[src/rtl/mem_arbiter.sv]
// mem_arbiter: shares one 64-bit memory port between IFU fetch and LSU load/store.
// Define MEM_ARB_RR_EN for round-robin arbitration; default is fixed LSU-over-IFU priority.
module mem_arbiter #(
    parameter int TIMEOUT_CYC = 256,
    parameter int CNT_W       = 9
) (
    input  logic        clock,
    input  logic        reset,
    input  logic        ifu_req_valid,
    output logic        ifu_req_ready,
    input  logic [63:0] ifu_addr,
    output logic        ifu_resp_valid,
    output logic [63:0] ifu_rdata,
    output logic        ifu_resp_err,
    input  logic        lsu_req_valid,
    output logic        lsu_req_ready,
    input  logic [63:0] lsu_addr,
    input  logic        lsu_wen,
    input  logic [63:0] lsu_wdata,
    input  logic [7:0]  lsu_wmask,
    output logic        lsu_resp_valid,
    output logic [63:0] lsu_rdata,
    output logic        lsu_resp_err,
    output logic        mem_req_valid,
    input  logic        mem_req_ready,
    output logic [63:0] mem_addr,
    output logic        mem_wen,
    output logic [63:0] mem_wdata,
    output logic [7:0]  mem_wmask,
    input  logic        mem_resp_valid,
    input  logic [63:0] mem_rdata
);

    typedef enum logic [1:0] {IDLE, REQ, WAIT, RESP} state_t;

    localparam logic [CNT_W-1:0] TO_LAST = CNT_W'(TIMEOUT_CYC - 1);

    state_t           state;
    state_t           state_nxt;
    logic             own_lsu;
    logic [63:0]      addr_q;
    logic [63:0]      wdata_q;
    logic [7:0]       wmask_q;
    logic             wen_q;
    logic [63:0]      rdata_q;
    logic             err_q;
    logic [CNT_W-1:0] cnt;
    logic [5:0]       shamt;
    logic             grant_ifu;
    logic             grant_lsu;
    logic             accept;
    logic             timeout;

`ifdef MEM_ARB_RR_EN
    logic last_lsu;

    // on contention, the requester not granted last time wins
    always_comb begin
        grant_lsu = lsu_req_valid && !(ifu_req_valid && last_lsu);
        grant_ifu = ifu_req_valid && !grant_lsu;
    end

    always_ff @(posedge clock or posedge reset) begin
        if (reset)
            last_lsu <= 1'b0;
        else if (accept)
            last_lsu <= grant_lsu;
    end
`else
    assign grant_lsu = lsu_req_valid;
    assign grant_ifu = ifu_req_valid && !lsu_req_valid;
`endif

    assign accept  = (state == IDLE) && (grant_ifu || grant_lsu);
    assign timeout = (TIMEOUT_CYC != 0) && (cnt == TO_LAST);
    assign shamt   = {addr_q[2:0], 3'b000};

    assign mem_addr  = {addr_q[63:3], 3'b000};
    assign mem_wen   = wen_q;
    assign mem_wdata = wdata_q << shamt;
    assign mem_wmask = wen_q ? (wmask_q << addr_q[2:0]) : 8'h00;

    always_ff @(posedge clock or posedge reset) begin
        if (reset)
            state <= IDLE;
        else
            state <= state_nxt;
    end

    always_comb begin
        state_nxt      = state;
        ifu_req_ready  = 1'b0;
        lsu_req_ready  = 1'b0;
        mem_req_valid  = 1'b0;
        ifu_resp_valid = 1'b0;
        lsu_resp_valid = 1'b0;
        ifu_rdata      = 64'h0;
        lsu_rdata      = 64'h0;
        ifu_resp_err   = 1'b0;
        lsu_resp_err   = 1'b0;
        unique case (state)
            IDLE: begin
                ifu_req_ready = grant_ifu;
                lsu_req_ready = grant_lsu;
                if (grant_ifu || grant_lsu)
                    state_nxt = REQ;
            end
            REQ: begin
                mem_req_valid = 1'b1;
                if (mem_req_ready)
                    state_nxt = WAIT;
            end
            WAIT: begin
                if (mem_resp_valid || timeout)
                    state_nxt = RESP;
            end
            RESP: begin
                ifu_resp_valid = !own_lsu;
                lsu_resp_valid = own_lsu;
                ifu_rdata      = own_lsu ? 64'h0 : rdata_q;
                lsu_rdata      = own_lsu ? rdata_q : 64'h0;
                ifu_resp_err   = !own_lsu && err_q;
                lsu_resp_err   = own_lsu && err_q;
                state_nxt      = IDLE;
            end
            default: state_nxt = IDLE;
        endcase
    end

    always_ff @(posedge clock or posedge reset) begin
        if (reset) begin
            own_lsu <= 1'b0;
            addr_q  <= 64'h0;
            wdata_q <= 64'h0;
            wmask_q <= 8'h00;
            wen_q   <= 1'b0;
            rdata_q <= 64'h0;
            err_q   <= 1'b0;
            cnt     <= '0;
        end else begin
            unique case (state)
                IDLE: begin
                    if (accept) begin
                        own_lsu <= grant_lsu;
                        addr_q  <= grant_lsu ? lsu_addr : ifu_addr;
                        wen_q   <= grant_lsu && lsu_wen;
                        wdata_q <= grant_lsu ? lsu_wdata : 64'h0;
                        wmask_q <= grant_lsu ? lsu_wmask : 8'hFF;
                    end
                end
                REQ: begin
                    if (mem_req_ready)
                        cnt <= '0;
                end
                WAIT: begin
                    cnt <= cnt + 1'b1;
                    // a response arriving on the timeout cycle still wins
                    if (mem_resp_valid) begin
                        rdata_q <= wen_q ? 64'h0 : (mem_rdata >> shamt);
                        err_q   <= 1'b0;
                    end else if (timeout) begin
                        rdata_q <= 64'h0;
                        err_q   <= 1'b1;
                    end
                end
                default: ;
            endcase
        end
    end

endmodule

[config.mk]
export PLATFORM = sky130hd
export DESIGN_NAME = mem_arbiter
export DESIGN_NICKNAME = d
export VERILOG_FILES = /design/src/rtl/mem_arbiter.sv
export SDC_FILE = /design/constraint.sdc
export NUM_CORES = 1
export LEC_CHECK = 0
export BUFFER_PORTS_ARGS = -buffer_cell sky130_fd_sc_hd__buf_2
export CORE_ASPECT_RATIO = 1.1
export CORE_MARGIN = 1.5
export CORE_UTILIZATION = 31
export DETAILED_ROUTE_END_ITERATION = 10
export PLACE_DENSITY_LB_ADDON = 0.05
export RECOVER_POWER = 25
export SYNTH_ARGS = -nofsm -noshare
export SYNTH_HDL_FRONTEND = slang
export SYNTH_SLANG_ARGS = --single-unit
[constraint.sdc]
create_clock -name clock -period 16.8 [get_ports clock]
set_input_delay 3.36 -clock clock [delete_from_list [all_inputs] [get_ports clock]]
set_output_delay 3.36 -clock clock [all_outputs]
set_load 0.005 [all_outputs]
Word level (Yosys, flattened, before mapping)
Cells that the tools add are included.
- register bits: 214
- bits of input ports: 271
- output and inout port bits: 272
- logic and storage cells: 62
- $add $sub $neg: 1
- equal/unequal tests: 7
- shift operators: 3
- multiplexer cells: 26
- reductions and logical operators: 16
- operator list (kind ; count):
    $mux 64 ; 9
    $shl 64x6->64 ; 1
    $shr 64x6->64 ; 1
    $pmux 9 s2 ; 1
    $mux 8 ; 2
    $add 9x1->9 const B ; 1
    $eq 9x8->1 const B ; 1
    $mux 1 ; 9
    $mux 9 ; 1
    $pmux 2 s4 ; 1
    $shl 8x3->8 ; 1
    $mux 2 ; 3
    $reduce_and 2->1 ; 3
    $logic_and 1x1->1 ; 5
    $eq 2x2->1 const B ; 2
    $ne 2x2->1 const B ; 2
    $reduce_bool 2->1 ; 2
    $reduce_and 3->1 ; 1
    $eq 2x1->1 const B ; 1
    $logic_not 1->1 ; 2
    $logic_not 2->1 ; 1
    $logic_or 1x1->1 ; 2
    $ne 2x1->1 const B ; 1

Logic depth before layout (Yosys ltp)
- depth in word-level cells: 5
- depth in mapped cells: 9
- mapped depth without buffers: 8

Worst setup path before layout
OpenSTA, ideal clock, no wires.
- path type: input to output
- start: input port lsu_req_valid
- end: output port ifu_req_ready
- arrival: 4.047 ns
- data required time: 13.440 ns
- setup slack: 9.393 ns
- stages on the path: 4
- buffers on the path: 3
- cells stage by stage: buf_2 -> buf_2 -> buf_2 -> nor2_1
- word-level cells in the longest chain between the ends: 3
- ends and longest elaborated chain (what ; line ; RTL):
    start: declaration ; 15 ; input logic lsu_req_valid,
    $logic_not 1->1 ; 71 ; assign grant_ifu = ifu_req_valid && !lsu_req_valid;
    $logic_and 1x1->1 ; 71 ;
    $mux 1 ; 101 ; unique case (state)
    end: declaration ; 10 ; output logic ifu_req_ready,
No other way between the ends.

==> summary.md <==
| Metric | Value |
|---|---|
| Status | finished, violations left |
| Failing checks | capacitance limit, slew limit |
| WS Path Type | input pin to asynchronous set/reset pin |
| Vias per cell | 5.060 |
| Cells after Synth | 1,409 |
| Routed length per instance | 21.98 um |
| P per Cell Area | 185.2 nW/um^2 |
| Clock Latency Late Sink | 550 ps |
| R2R setup slack | 12,730 ps |
| Remaining DRCs | 0 |
| Worst Tran Pin Value | 4938 ps |
| Min Hold Slack | 471.3 ps |
| Syn Std Cell Area | 13,400 um^2 |
| Sw Share | 0.4307 |
| Layout Cells excl Fill | 2,395 |
| Worst Hold Class | flip-flop to flip-flop |
| Flop pwr share | 0.326 |
| Worst R2R Path Depth | 8 |
| FF/Latch Area | 5366 um^2 |
| CP Capture Type | asynchronous set/reset pin |
| Syn avg cell area | 9.507 um^2 |
| Hold buffers post-CTS | 0 |
| RR Endpoint | rdata_q[29] |
| Number of enable flip-flop cells after synthesis | 0 |
| Grt ovf | 0 |
| Die X-Extent | 201.2 um |
| Synth-to-Final Area Change | 25.12% |
| Combinational share of power | 0.469 |
| Root Buffer | clkbuf_16 |
| Initial core utilization | 0.3152 |
| Rel. slew slack | -2.310 |
| TritonCTS clock tree | yes |
| Final HPWL DP | 39.71 mm |
| GRT Total Usage | 0.2284 |
| Share of post-route cells with drive strength above 1 | 0.3582 |
| Slew Limit Fails | 226 |
| Worst Setup SP | reset |
| Antenna Nets Post-Route | 0 |
| Setup Skew | 10.01 ps |
| Die span in y | 221.0 um |
| Leak | 8.886 nW |
| Slowest stage delay, CP | 2710 ps |
| Vias in the first global route | 12,150 |
| P_sw | 1.337 mW |
| Minimum clock period | 8554 ps |
| First-pass GRT wire length | 77.42 mm |
| CP max-delay cell | clkinvlp_2 |
| Worst setup SP type | input pin |
| Fin crit share | 0.5092 |
| Multi-input gate area | 6874 um^2 |
| Clk buf depth | 3 |
| Largest net degree at the start of global routing | 105 |
| Vias | 12,120 |
| Max FO, Critical Path | 104 |
| H-tree levels | 1 |
| Maxcap violations | 4 |
| CP arrival | 8550 ps |
| Die footprint | 44,470 um^2 |
| Initial antenna violation count | 15 |
| CP Cell Sequence | buf_2, clkinvlp_2, clkbuf_1 |
| Post-synthesis sequential area ratio | 0.3998 |
| Internal power | 1.767 mW |
| Io pins | 543 |
| Placed insts | 2,342 |
| Ys async rst share | 1.000 |
| Yosys reg bits | 214 |
| Util after Layout | 0.3943 |
| Routability Congestion | 0.8578 |
| Worst EP required | 16,800 ps |
| Top_reg_cell synth | dfrtp_1 |
| Worst VDD drop | 0.1134 mV |
| Setup TNS | 0 ps |
| Routed wire length | 52.63 mm |
| IO Port Bufs | 539 |
| # setup viols final | 0 |
| DRT iter0 DRCs | 694 |
| CTS Buf Count | 26 |
| CTS Sinks | 214 |
| Setup bufs post-CTS | 0 |
| Fin. Hold Viols | 0 |
| CTS resizes | 0 |
| Worst r2r src | cnt[0] |
| Max frequency | 116.9 MHz |
| Clock Power Share | 0.205 |
| Row Count | 79 |
| Final nets | 2,081 |
| Clock transition at path regs | 60 ps |
| YS warnings | 0 |
| Yosys cell types | 51 |
| Setup crit end | wdata_q[16] |
| Core area | 42,500 um^2 |
| Filler Cell Count | 4,419 |
| Drt pass-1 iters | 5 |
| RSZ-0062 raised after global routing | no |
[critical path: cells and delay by family]
family / cells / cell delay, ps
buffers and inverters: 3 / 5060
[routing by layer]
| layer | track usage | up-vias | wire length [um] |
|---|---|---|---|
| met4 | 0.07752 | 16 | 1612 |
| met3 | 0.05081 | 84 | 3368 |
| met1 | 0.2702 | 5801 | 21110 |
| met2 | 0.4062 | 454 | 26440 |
| met5 | 0 | - | 99 |
| li1 | - | 5763 | - |
[cell usage after synthesis (16+ instances only)]
master,n,area [um^2]
o22ai_1,21,131.4
clkbuf_1,37,138.9
a21oi_1,31,155.2
o21ai_1,19,95.09
nor2b_1,16,100.1
dfrtp_1,214,5355
buf_4,77,578.1
nor2_1,73,274.0
mux2i_1,184,1842
nand2_1,143,536.8
o21ai_0,135,675.7
a22o_1,80,700.7
and3_1,66,412.9
and2_1,76,475.5
buf_2,54,270.3
mux2_2,42,473.0
[logic make-up (layout without fill, tap and decap cells)]
family	count (synthesis)	count (layout)	synth area share
xor+xnor	2	2	0.001308
flops	214	214	0.3998
fa+ha+maj	7	7	0.006538
compound gates	357	357	0.1759
buf+inv	196	608	0.08920
mux	231	231	0.1795
other cells	1	8	0.0002799
simple gates	401	401	0.1475
[worst min-delay path by stage]
stage                           from          to  slack, ps  cells after the start
after detailed placement  addr_q[35]  addr_q[35]        460                      2
after floorplan               cnt[8]      cnt[8]        450                      2
after global placement    addr_q[41]  addr_q[41]        460                      2
after CTS                 addr_q[35]  addr_q[35]        480                      2
after global routing      addr_q[62]  addr_q[62]        500                      2
final                     addr_q[25]  addr_q[25]        470                      2
[cell type report]
| class | instances | share of cell area |
|---|---|---|
| inverters | 6 | 0.001418 |
| clock inverters | 15 | 0.01478 |
| clock buffers | 33 | 0.04337 |
| diodes | 5 | 0.0007465 |
| repair buffers | 554 | 0.1670 |
| well taps | 567 | 0.04233 |
| flip-flops and latches | 214 | 0.3202 |
| multi-input cells | 1001 | 0.4102 |
[flip-flops by register name (all words and copies together) (netlist names)]
name	cells
addr_q	64
rdata_q	64
wdata_q	64
cnt	9
wmask_q	8
state	2
err_q	1
mem_wen	1
own_lsu	1
[through the flow]
stage | worst slack [ps] | power, mW | cell area [um^2]
final | 8246 | 3.104 | 16760
after global routing | 6931 | 3.325 | 16750
after CTS | 9221 | 3.144 | 16780
after detailed placement | 9230 | 2.491 | 15800
after global placement | 9263 | 2.479 | 15800
after floorplan | 7589 | 1.990 | 13400
[cells in the final DEF, fill, tap and decap left out, types with 9 or more instances in the layout]
| cell type | count |
|---|---|
| and3_1 | 66 |
| mux2_2 | 42 |
| a21oi_1 | 31 |
| buf_4 | 13 |
| o21ai_0 | 142 |
| o21ai_1 | 11 |
| mux2i_1 | 184 |
| nor2_1 | 73 |
| nor2b_1 | 14 |
| and2_1 | 76 |
| a21o_1 | 9 |
| a211oi_1 | 10 |
| clkbuf_16 | 26 |
| buf_2 | 536 |
| o22ai_1 | 21 |
| a221oi_1 | 9 |
| a22o_1 | 80 |
| dfrtp_1 | 211 |
| nand2_1 | 143 |
[power by group through the flow]
stage | clock, mW | combinational (mW) | sequential (mW)
2_1_floorplan | 0 | 1.14 | 0.853
3_3_place_gp | 0 | 1.47 | 1.01
3_5_place_dp | 0 | 1.47 | 1.02
4_1_cts | 0.656 | 1.47 | 1.02
5_1_grt | 0.676 | 1.61 | 1.04
6_report | 0.636 | 1.46 | 1.01
(Power assumes the default switching activity.)
